$ cat config.mk
export PLATFORM = sky130hd
export DESIGN_NAME = bus_sync_en
export DESIGN_NICKNAME = d
export VERILOG_FILES = /design/src/rtl/bus_sync_en.sv
export SDC_FILE = /design/constraint.sdc
export NUM_CORES = 1
export LEC_CHECK = 0
export CAP_MARGIN = 20
export CORE_AREA = 2 2 49 51
export DETAILED_ROUTE_END_ITERATION = 8
export DIE_AREA = 0 0 51 53
export GPL_TIMING_DRIVEN = 1
export PLACE_DENSITY = 0.8
export SKIP_CTS_REPAIR_TIMING = 1
export SYNTH_ARGS = -nofsm -noshare
export SYNTH_HDL_FRONTEND = slang
export SYNTH_SLANG_ARGS = --single-unit
$ cat constraint.sdc
create_clock -name clk -period 1.8 [get_ports clk]
set_input_delay 0.18 -clock clk [delete_from_list [all_inputs] [get_ports clk]]
set_output_delay 0.18 -clock clk [all_outputs]
set_load 0.1 [all_outputs]
$ cat src/rtl/bus_sync_en.sv
// bus_sync_en: receive-side multi-bit CDC capture.
// Only the enable qualifier is synchronised. When a synchronised enable
// event is seen, the quasi-static source bus is sampled, and the word is
// offered through a valid/ready handshake. An overrun flag records dropped
// events, and a saturating counter records the number of loads.
module bus_sync_en #(
  parameter int WIDTH      = 8,
  parameter int NUM_STAGES = 2,
  parameter int EN_MODE    = 0,
  parameter int CNT_W      = 8
) (
  input  logic             clk,
  input  logic             reset_n,
  input  logic [WIDTH-1:0] unsync_bus,
  input  logic             bus_enable,
  input  logic             sync_ready,
  input  logic             clr_ovr,
  output logic [WIDTH-1:0] sync_bus,
  output logic             sync_valid,
  output logic             enable_pulse,
  output logic             overrun,
  output logic [CNT_W-1:0] event_cnt
);

  localparam logic [CNT_W-1:0] CNT_MAX = '1;
  localparam logic [CNT_W-1:0] CNT_ONE = {{(CNT_W-1){1'b0}}, 1'b1};

  // Enable synchroniser chain; stage 0 is the only flop that sees the async input.
  logic [NUM_STAGES-1:0] en_sync_q;
  logic                  en_s;
  logic                  en_d_q;
  logic                  evt;

  // Enable synchroniser chain, built one flop per stage.
  always_ff @(posedge clk or negedge reset_n) begin
    if (!reset_n) begin
      en_sync_q[0] <= 1'b0;
    end else begin
      en_sync_q[0] <= bus_enable;
    end
  end

  for (genvar gi = 1; gi < NUM_STAGES; gi++) begin : g_sync
    // Each later stage re-samples the previous one to resolve metastability.
    always_ff @(posedge clk or negedge reset_n) begin
      if (!reset_n) begin
        en_sync_q[gi] <= 1'b0;
      end else begin
        en_sync_q[gi] <= en_sync_q[gi-1];
      end
    end
  end

  assign en_s = en_sync_q[NUM_STAGES-1];

  // Delayed copy of the synchronised enable, used for edge detection.
  always_ff @(posedge clk or negedge reset_n) begin
    if (!reset_n) begin
      en_d_q <= 1'b0;
    end else begin
      en_d_q <= en_s;
    end
  end

  // In level mode, only a rise counts. In toggle mode, either edge counts.
  if (EN_MODE == 0) begin : g_level
    assign evt = en_s & ~en_d_q;
  end else begin : g_toggle
    assign evt = en_s ^ en_d_q;
  end

  // Handshake and capture state.
  logic [WIDTH-1:0] sync_bus_q, sync_bus_d;
  logic             sync_valid_q, sync_valid_d;
  logic             enable_pulse_q, enable_pulse_d;
  logic             overrun_q, overrun_d;
  logic [CNT_W-1:0] event_cnt_q, event_cnt_d;

  logic consume;
  logic load;
  logic drop;

  // A consumer taking the current word frees the slot for a same-cycle load.
  assign consume = sync_valid_q & sync_ready;
  assign load    = evt & (~sync_valid_q | sync_ready);
  assign drop    = evt & sync_valid_q & ~sync_ready;

  // Next-state logic for capture, handshake, overrun and the load counter.
  always_comb begin
    sync_bus_d     = sync_bus_q;
    sync_valid_d   = sync_valid_q;
    enable_pulse_d = load;
    overrun_d      = overrun_q;
    event_cnt_d    = event_cnt_q;

    if (load) begin
      sync_bus_d   = unsync_bus;
      sync_valid_d = 1'b1;
      if (event_cnt_q != CNT_MAX) begin
        event_cnt_d = event_cnt_q + CNT_ONE;
      end
    end else if (consume) begin
      sync_valid_d = 1'b0;
    end

    // A drop in the same cycle as a clear leaves the flag set.
    if (drop) begin
      overrun_d = 1'b1;
    end else if (clr_ovr) begin
      overrun_d = 1'b0;
    end
  end

  // Registered outputs. The state clears as soon as reset asserts.
  always_ff @(posedge clk or negedge reset_n) begin
    if (!reset_n) begin
      sync_bus_q     <= '0;
      sync_valid_q   <= 1'b0;
      enable_pulse_q <= 1'b0;
      overrun_q      <= 1'b0;
      event_cnt_q    <= '0;
    end else begin
      sync_bus_q     <= sync_bus_d;
      sync_valid_q   <= sync_valid_d;
      enable_pulse_q <= enable_pulse_d;
      overrun_q      <= overrun_d;
      event_cnt_q    <= event_cnt_d;
    end
  end

  assign sync_bus     = sync_bus_q;
  assign sync_valid   = sync_valid_q;
  assign enable_pulse = enable_pulse_q;
  assign overrun      = overrun_q;
  assign event_cnt    = event_cnt_q;

endmodule

==> results by group, run 1 <==
Timing
  – Max_slew headroom: 0.665
  – Fmax: 652 MHz
  – RSZ-0062 raised after global routing: false
  – Endpoints failing hold: 0
  – Worst-margin pin slew: 0.502 ns
  – Final Hold Slack: 0.194 ns
  – Final Max Slew Viols: 0
  – Setup Viol. Count Final: 0
  – Period utilisation layout: 0.852
  – Setup ws final: 0.266 ns
  – Clk_skew: 0.00636 ns
  – Minimum clock period: 1.53 ns

Layout
  – Nets: 118
  – Inserted Diodes: 0
  – Area growth from synthesis to layout: 43.3%
  – Layout cell share with drive strength beyond 1: 0.495

Worst setup path
  – R2R cell count: 4
  – Critical Path RT: 2.03 ns
  – Type of origin of the critical path: flip-flop
  – CP Max Fanout: 5
  – Crit Path Class: flip-flop to flip-flop
  – Slowest CP cell: or3b_4
  – CP cell instances: ha_1 > or3b_4 > a211oi_2 > xor2_1
  – Endpoint type of the worst setup path: flip-flop
  – Reg2Reg Setup Slack: 0.27 ns
  – Worst r2r dst: event_cnt[4]
  – Worst path max stage delay: 0.43 ns
  – CP top delay family: simple AND/OR/NAND/NOR gates
  – RR Startpoint: event_cnt[0]
  – Crit path arrival time: 1.76 ns
  – Crit path buffers/inverters: 0
  – Worst path depth: 4

Logic synthesis
  – Cell taking the most area after synthesis: dfrtp_1
  – Sequential area share after synthesis: 0.611
  – Main synth FF type: dfrtp_1
  – Syn Nets: 78
  – Mux share of post-synthesis cell area: 0.149
  – Mapped Cells: 64
  – Async SR Flop Fraction: 1.00
  – Top post-synthesis cells by area: dfrtp_1 (61%), mux2_2 (13%), nand3_1 (2.2%)
  – Top-count cell post-synth: dfrtp_1
  – Synthesized cell area: 901 um2
  – Yosys top cell area share: 0.611
  – Synth Area in Compound Gates: 0.0569
  – Synth Area in XOR/XNOR: 0.0194
  – Syn Area/Cell: 14.1 um2
  – Syn. warnings: 0
  – Yosys reg bits: 22
  – Synth Area in Adders: 0.0139
  – Post-synth top cells: dfrtp_1 (22), mux2_2 (10), nand2_1 (4), nand3_1 (4), nor3_1 (2)
  – EDFF count, synth: 0
  – Synth unique cells: 27
  – Simple-gate portion of the synthesized area: 0.146
  – Largest family of logic cells by synthesized area: multiplexers

Placed design
  – Input/output buffers: 31
  – Post-Place Worst Slack: 0.124 ns
  – Hpwl dp: 1330 um
  – Routability Congestion: 0.834

Global routing
  – Largest net degree at the start of global routing: 14
  – Total GRT Usage: 0.147
  – Number of global-route vias before repair: 632
  – Grt ovf: 0
  – Initial antenna violation count: 0
  – First-pass GRT wire length: 2840 um

Clock tree
  – Clock transition at path regs: 0.12 ns
  – Root Buffer: clkbuf_4
  – H-tree depth: 1
  – Worst skew pair latency: 0.30 ns
  – Clock buffer depth: 2
  – Total CTS buffers: 3
  – CTS tree: done
  – Clock Sinks: 22

Floorplanning
  – Die Ht: 53 um
  – DIE AREA: 0.00270 mm2
  – Die X: 51 um
  – Row cnt: 17
  – Initial core utilization: 0.419
  – Boundary pin count: 32
  – Core area: 0.00215 mm2

Routing
  – WL per Instance: 12.9 um
  – Drt first pass iters: 3
  – Routed Antenna Nets: 0
  – Via count: 657
  – Total Wirelength: 1690 um
  – Drt drc: 0
  – Avg Vias per Cell: 5.02
  – DR iter-0 viols: 9

Outcome
  – Status: finished clean

Power and ir drop
  – Leakage: 0.000573 uW
  – Worst vdd ir: 0.937 mV
  – Tot Pwr: 2220 uW
  – Power Density: 1720 mW/mm2

Min path
  – Worst min-delay path category: primary input to asynchronous set/reset pin

Run
  – Max Cap Viol: 0
[routing by layer]
metal  GRT usage  up-vias  wire (um)
met5           0        -          0
met4      0.0946        0         27
met3      0.0198        2         85
met2       0.242       20        815
met1       0.181      322        760
li1            -      313          -
[state kept, by name, summed over array words and instances, names as in the netlist]
signal / flops
event_cnt: 8
sync_bus: 8
en_d_q: 1
en_s: 1
en_sync_q: 1
enable_pulse: 1
overrun: 1
sync_valid: 1
[power by group]
| group | total (uW) | internal (uW) | switching (uW) |
|---|---|---|---|
| clock | 372 | 225 | 147 |
| combinational | 1130 | 261 | 873 |
| sequential | 712 | 610 | 102 |
| total | 2220 | 1100 | 1120 |
[layout make-up]
type / count / area, um2
Fill cell: 184 / 857
Sequential cell: 22 / 561
Multi-Input combinational cell: 41 / 347
Timing Repair Buffer: 35 / 293
Tap cell: 28 / 35.0
Clock inverter: 1 / 30.0
Clock buffer: 3 / 22.5
Inverter: 1 / 3.75
[through the flow]
stage                     std cells  TNS (ns)   util  cell area [um2]
after global routing            131         0  0.601             1290
after CTS                       131         0  0.601             1290
after detailed placement        127         0  0.577             1240
after global placement          127         0  0.577             1240
final                           131         0  0.601             1290
after floorplan                  64  -0.00613      -              911
[cell usage in the layout, fill, tap and decap left out, drive strengths merged]
cell	instances
or2b	1
o22ai	1
xor2	1
a211oi	1
nor2	1
a21oi	1
nand2b	2
o21ai	1
o21a	1
mux2	11
and4	1
bufinv	1
or3b	1
o21bai	1
dfrtp	22
nor2b	1
nor3	2
nand2	4
a21boi	1
xnor2	1
clkdlybuf4s50	12
clkbuf	3
ha	1
nand3	4
mux2i	1
nand4	1
and3	1
inv	1
buf	23
[kinds of logic after synthesis]
logic type               Yosys count
AO/OA/AOI/OAI                      7
XOR/XNOR                           2
adder cells (fa/ha/maj)            1
buffers and inverters              1
flip-flops                        22
multiplexers                      12
AND/OR/NAND/NOR                   19
[how the worst max path moves through the flow]
stage	start	endpoint	slack, ns
final	event_cnt[0]	event_cnt[4]	0.27
after detailed placement	sync_ready	event_cnt[4]	0.12
after CTS	event_cnt[0]	event_cnt[4]	0.26
after global placement	sync_ready	event_cnt[4]	0.16
after floorplan	event_cnt[0]	event_cnt[4]	-0.006
after global routing	event_cnt[0]	event_cnt[4]	0.18
Note: power is estimated with default switching activity, not from simulation.
==> run 2, diff against run 1 <==
--- a/config.mk
+++ b/config.mk
@@ -6,11 +6,13 @@
 export NUM_CORES = 1
 export LEC_CHECK = 0
 export CAP_MARGIN = 20
-export CORE_AREA = 2 2 49 51
+export CORE_AREA = 2 2 44 46
 export DETAILED_ROUTE_END_ITERATION = 8
-export DIE_AREA = 0 0 51 53
+export DIE_AREA = 0 0 46 48
+export DONT_BUFFER_PORTS = 1
 export GPL_TIMING_DRIVEN = 1
-export PLACE_DENSITY = 0.8
+export MAX_ROUTING_LAYER = met4
+export PLACE_DENSITY = 0.72
 export SKIP_CTS_REPAIR_TIMING = 1
 export SYNTH_ARGS = -nofsm -noshare
 export SYNTH_HDL_FRONTEND = slang
==> run 2 against run 1 <==
Against the previous run:
- die area decreased by 18%
- sequential cell count stayed put
- final area is 6.7% lower
- wire length is 7.3% higher
- core utilization up 11 points
- register-to-register slack improved by 0.06 ns
- worst hold slack worse by 0.18 ns
- count of clock-buffer cells in the layout did not move
==> results by group, run 2 (synthesized netlist as in run 1, its figures left out) <==
Layout
  – Layout cell share with drive strength beyond 1: 0.505
  – Most frequent cells in the layout: buf_4 (20), dfrtp_1 (14), mux2_2 (10)
  – Commonest non-fill, non-tap cell in the layout: buf_4
  – Post-Layout Cell Count: 112
  – Design area: 0.00120 mm2
  – Nets: 110
  – Inserted Diodes: 0
  – Area growth from synthesis to layout: 33.8%

Timing
  – Clk_skew: 0.00435 ns
  – Fmax: 678 MHz
  – Final Max Slew Viols: 0
  – Max_slew headroom: 0.380
  – Setup Viol. Count Final: 0
  – Minimum clock period: 1.48 ns
  – Worst-margin pin slew: 0.927 ns
  – Endpoints failing hold: 0
  – RSZ-0062 raised after global routing: false
  – Period utilisation layout: 0.820

Clock tree
  – Total CTS buffers: 3
  – Clock Sinks: 22
  – CTS tree: done
  – Worst skew pair latency: 0.31 ns
  – Clock transition at path regs: 0.12 ns
  – H-tree depth: 1
  – Root Buffer: clkbuf_4
  – Clock buffer depth: 2

Floorplanning
  – Row cnt: 15
  – DIE AREA: 0.00221 mm2
  – Core area: 0.00169 mm2
  – Die X: 46 um
  – Boundary pin count: 32
  – Initial core utilization: 0.533
  – Die Ht: 48 um

Routing
  – WL per Instance: 16.2 um
  – Avg Vias per Cell: 5.66
  – Drt drc: 0
  – Routed Antenna Nets: 0
  – Via count: 634
  – Drt first pass iters: 4
  – Total Wirelength: 1810 um
  – DR iter-0 viols: 7

Placed design
  – Placed cells: 101
  – Placed Instance Area: 0.00108 mm2
  – Routability Congestion: 0.890
  – Input/output buffers: 0
  – Hpwl dp: 1210 um

Global routing
  – First-pass GRT wire length: 2520 um
  – Total GRT Usage: 0.173
  – Largest net degree at the start of global routing: 23
  – Initial antenna violation count: 0
  – Grt ovf: 0
  – Number of global-route vias before repair: 564

Power and ir drop
  – Worst vdd ir: 0.966 mV
  – Leakage: 0.000541 uW
  – Power Density: 1830 mW/mm2

Run
  – Max Cap Viol: 0

Worst setup path
  – Type of origin of the critical path: flip-flop
  – Critical Path RT: 2.00 ns
  – Crit Path Class: flip-flop to flip-flop
  – Crit path arrival time: 1.68 ns
  – Endpoint type of the worst setup path: flip-flop
  – CP Max Fanout: 3

Min path
  – Worst min-delay path category: primary input to flip-flop

Outcome
  – Status: finished clean
-- run 2: cell types whose count changed in the layout (fill, tap and decap cells not counted), sizes merged --
| cell | delta |
|---|---|
| buf | -3 |
| clkdlybuf4s50 | -12 |
| dlygate4sd3 | +7 |
-- run 2: worst max-delay path, cell delays in order, from the launching register on --
cell     delay (ns)
dfrtp_2        0.42
nor2b_4        0.14
nor3_1         0.28
and3_1         0.21
mux2_2         0.32
-- run 2: final timing paths --
kind / endpoint / from / slack (ns) / depth (start not counted)
min in group asynchronous: sync_bus[0] / reset_n / 0.44 / 1
worst min-delay path: sync_bus[6] / unsync_bus[6] / 0.01 / 1
worst min register to register: en_s / en_sync_q[0] / 0.36 / 0
worst max-delay path: event_cnt[5] / sync_valid / 0.32 / 4
max in group asynchronous: event_cnt[2] / reset_n / 0.74 / 1
worst max register to register: event_cnt[5] / sync_valid / 0.32 / 4
-- run 2: power by group --
part           leakage [uW]  internal (uW)  total, uW  switching (uW)
clock             0.0000279            225        375             150
sequential         0.000258            609        712             102
combinational      0.000255            243       1120             878
-- run 2: through the flow --
stage               setup TNS [ns]  hold slack [ns]  setup WS (ns)  power (uW)  utilization
floorplan                 -0.00613           -0.116       -0.00613        1600            -
global placement                 0           -0.115          0.368        1800        0.641
detailed placement               0           -0.115          0.352        1820        0.641
CTS                              0           -0.461          0.320        2200        0.672
global route                     0        -0.000179          0.222        2280        0.713
finish                           0          0.00998          0.325        2210        0.713
-- run 2: per-layer routing --
layer / routed length (um) / share of wire / track usage / vias to the layer above
met1: 702 / 0.39 / 0.202 / 316
met2: 937 / 0.52 / 0.283 / 22
met5: 0 / 0 / - / -
li1: - / - / - / 290
met4: 63 / 0.035 / 0.0686 / 0
met3: 108 / 0.060 / 0.0453 / 6
-- run 2: layout make-up --
class	instances	area, um2
clock buffer	3	22.5
clock inverter	1	30.0
fill	130	484
inverter	1	3.75
multi-input combinational	41	347
sequential	22	561
tap	17	21.3
timing repair buffer	27	220
==> run 3, diff against run 2 <==
==> constraint.sdc (replaced) <==
create_clock -name clk -period 1.4 [get_ports clk]
set_input_delay 0.14 -clock clk [delete_from_list [all_inputs] [get_ports clk]]
set_output_delay 0.14 -clock clk [all_outputs]
set_load 0.1 [all_outputs]
==> run 3 against run 2 <==
Against the previous run:
- combinational power is 38% higher
- clock power is 6.4% lower
- register-to-register slack worse by 0.37 ns
- sequential power is 34% higher
- core utilization is 9.6 points higher
- wire length is 1.2% lower
- non-clock buffer count is 8 higher
- sequential cell count stayed put
- worst hold slack better by 0.18 ns
- fmax is 2.1% higher
- cell count is 7.1% higher
- the flow now finishes with violations (negative setup slack)
- count of clock-buffer cells in the layout is 1 higher
==> results by group, run 3 (synthesized netlist as in run 1, its figures left out) <==
Timing
  – Worst-margin pin slew: 0.304 ns
  – Endpoints failing hold: 0
  – Max_slew headroom: 0.797
  – Fmax: 692 MHz
  – Final Max Slew Viols: 0
  – Minimum clock period: 1.44 ns
  – Period utilisation layout: 1.03
  – Sum Neg Setup Slack: -0.0503 ns
  – Clk_skew: 0.00625 ns
  – RSZ-0062 raised after global routing: true
  – Final Hold Slack: 0.192 ns
  – Setup ws final: -0.0445 ns
  – Setup Viol. Count Final: 2

Worst setup path
  – Type of origin of the critical path: flip-flop
  – Worst path max stage delay: 0.49 ns
  – Reg2Reg Setup Slack: -0.04 ns
  – Critical Path RT: 1.64 ns
  – Slowest CP cell: dfrtp_4
  – CP Max Fanout: 5
  – R2R cell count: 4
  – CP cell instances: nor2b_4 > or3b_4 > a211oi_2 > xor2_1
  – Crit Path Class: flip-flop to flip-flop
  – Endpoint type of the worst setup path: flip-flop
  – Worst r2r dst: event_cnt[4]
  – Crit path arrival time: 1.69 ns
  – RR Startpoint: sync_valid

Floorplanning
  – Row cnt: 15
  – Initial core utilization: 0.533
  – DIE AREA: 0.00221 mm2
  – Die Ht: 48 um
  – Boundary pin count: 32
  – Core area: 0.00169 mm2
  – Die X: 46 um

Routing
  – Drt drc: 0
  – DR iter-0 viols: 0
  – Via count: 640
  – Drt first pass iters: 1
  – Avg Vias per Cell: 5.33
  – Total Wirelength: 1790 um
  – WL per Instance: 14.9 um
  – Routed Antenna Nets: 0

Layout
  – Core Util, Final: 0.809
  – Layout filler cell count: 103
  – Commonest non-fill, non-tap cell in the layout: buf_4
  – Area growth from synthesis to layout: 51.7%
  – Most frequent cells in the layout: buf_4 (21), dfrtp_1 (13), dlygate4sd3_1 (12)
  – Layout cell share with drive strength beyond 1: 0.544
  – Inserted Diodes: 0
  – Nets: 118
  – Design area: 0.00137 mm2

Power and ir drop
  – Power Density: 2090 mW/mm2
  – Worst vdd ir: 1.45 mV
  – Leakage: 0.000606 uW

Global routing
  – Largest net degree at the start of global routing: 23
  – Initial antenna violation count: 0
  – Number of global-route vias before repair: 598
  – First-pass GRT wire length: 2540 um
  – Grt ovf: 0
  – Total GRT Usage: 0.175

Placed design
  – Routability Congestion: 0.743
  – Placed Instance Area: 0.00119 mm2
  – Hpwl dp: 1240 um
  – Input/output buffers: 0
  – Post-Place Worst Slack: -0.0217 ns

Clock tree
  – Total CTS buffers: 3
  – Worst skew pair latency: 0.31 ns
  – Clock Sinks: 22
  – Root Buffer: clkbuf_4
  – Clock buffer depth: 2
  – H-tree depth: 1
  – Clock transition at path regs: 0.12 ns
  – CTS tree: done

Min path
  – Hold depth: 3
  – Hold path startpoint: sync_ready
  – Worst min-delay path category: primary input to flip-flop
  – Hold Crit Endpoint: enable_pulse

Outcome
  – Failing checks: negative setup slack
  – Status: finished with violations

Run
  – Max Cap Viol: 0
-- run 3: changes by cell type in the layout (fill, tap and decap cells not counted), sizes merged --
cell and change:
dlygate4sd3 +5, bufinv -1, clkbuf +1, buf +3
-- run 3: final cells by class --
cell class | count | area, um2 | area share
timing repair buffer | 35 | 318 | 0.233
clock buffer | 4 | 36.3 | 0.0266
sequential | 22 | 582 | 0.426
tap | 17 | 21.3 | 0.0156
multi-input combinational | 41 | 405 | 0.297
inverter | 1 | 3.75 | 0.00275
-- run 3: worst max path at each step --
stage	startpoint	cells past startpoint	end	slack (ns)
2_1_floorplan	event_cnt[0]	4	event_cnt[4]	-0.20
3_3_place_gp	sync_valid	4	event_cnt[4]	0.001
3_5_place_dp	sync_valid	4	event_cnt[6]	-0.02
4_1_cts	sync_valid	4	event_cnt[6]	-0.05
5_1_grt	sync_valid	4	event_cnt[4]	-0.08
6_report	sync_valid	4	event_cnt[4]	-0.04
-- run 3: critical path: cells and delay by family (launching register included) --
kind | cells | cell delay, ns
XOR/XNOR | 1 | 0.15
AO/OA/AOI/OAI | 1 | 0.18
AND/OR/NAND/NOR | 2 | 0.55
flip-flops | 1 | 0.49
-- run 3: power by group --
part           switching (uW)  internal, uW
clock network             192           159
logic                    1170           383
registers                 131           823
-- run 3: stage by stage --
stage                     power (uW)  std cells
after floorplan                 2170         64
after global placement          2460        103
after detailed placement        2480        103
after CTS                       2830        107
after global routing            2970        120
final                           2850        120
-- run 3: metal layers --
layer  part of all wire  track usage
met1               0.45        0.216
met2               0.49        0.269
met3              0.049       0.0415
met4              0.012       0.0857
met5                  0            -
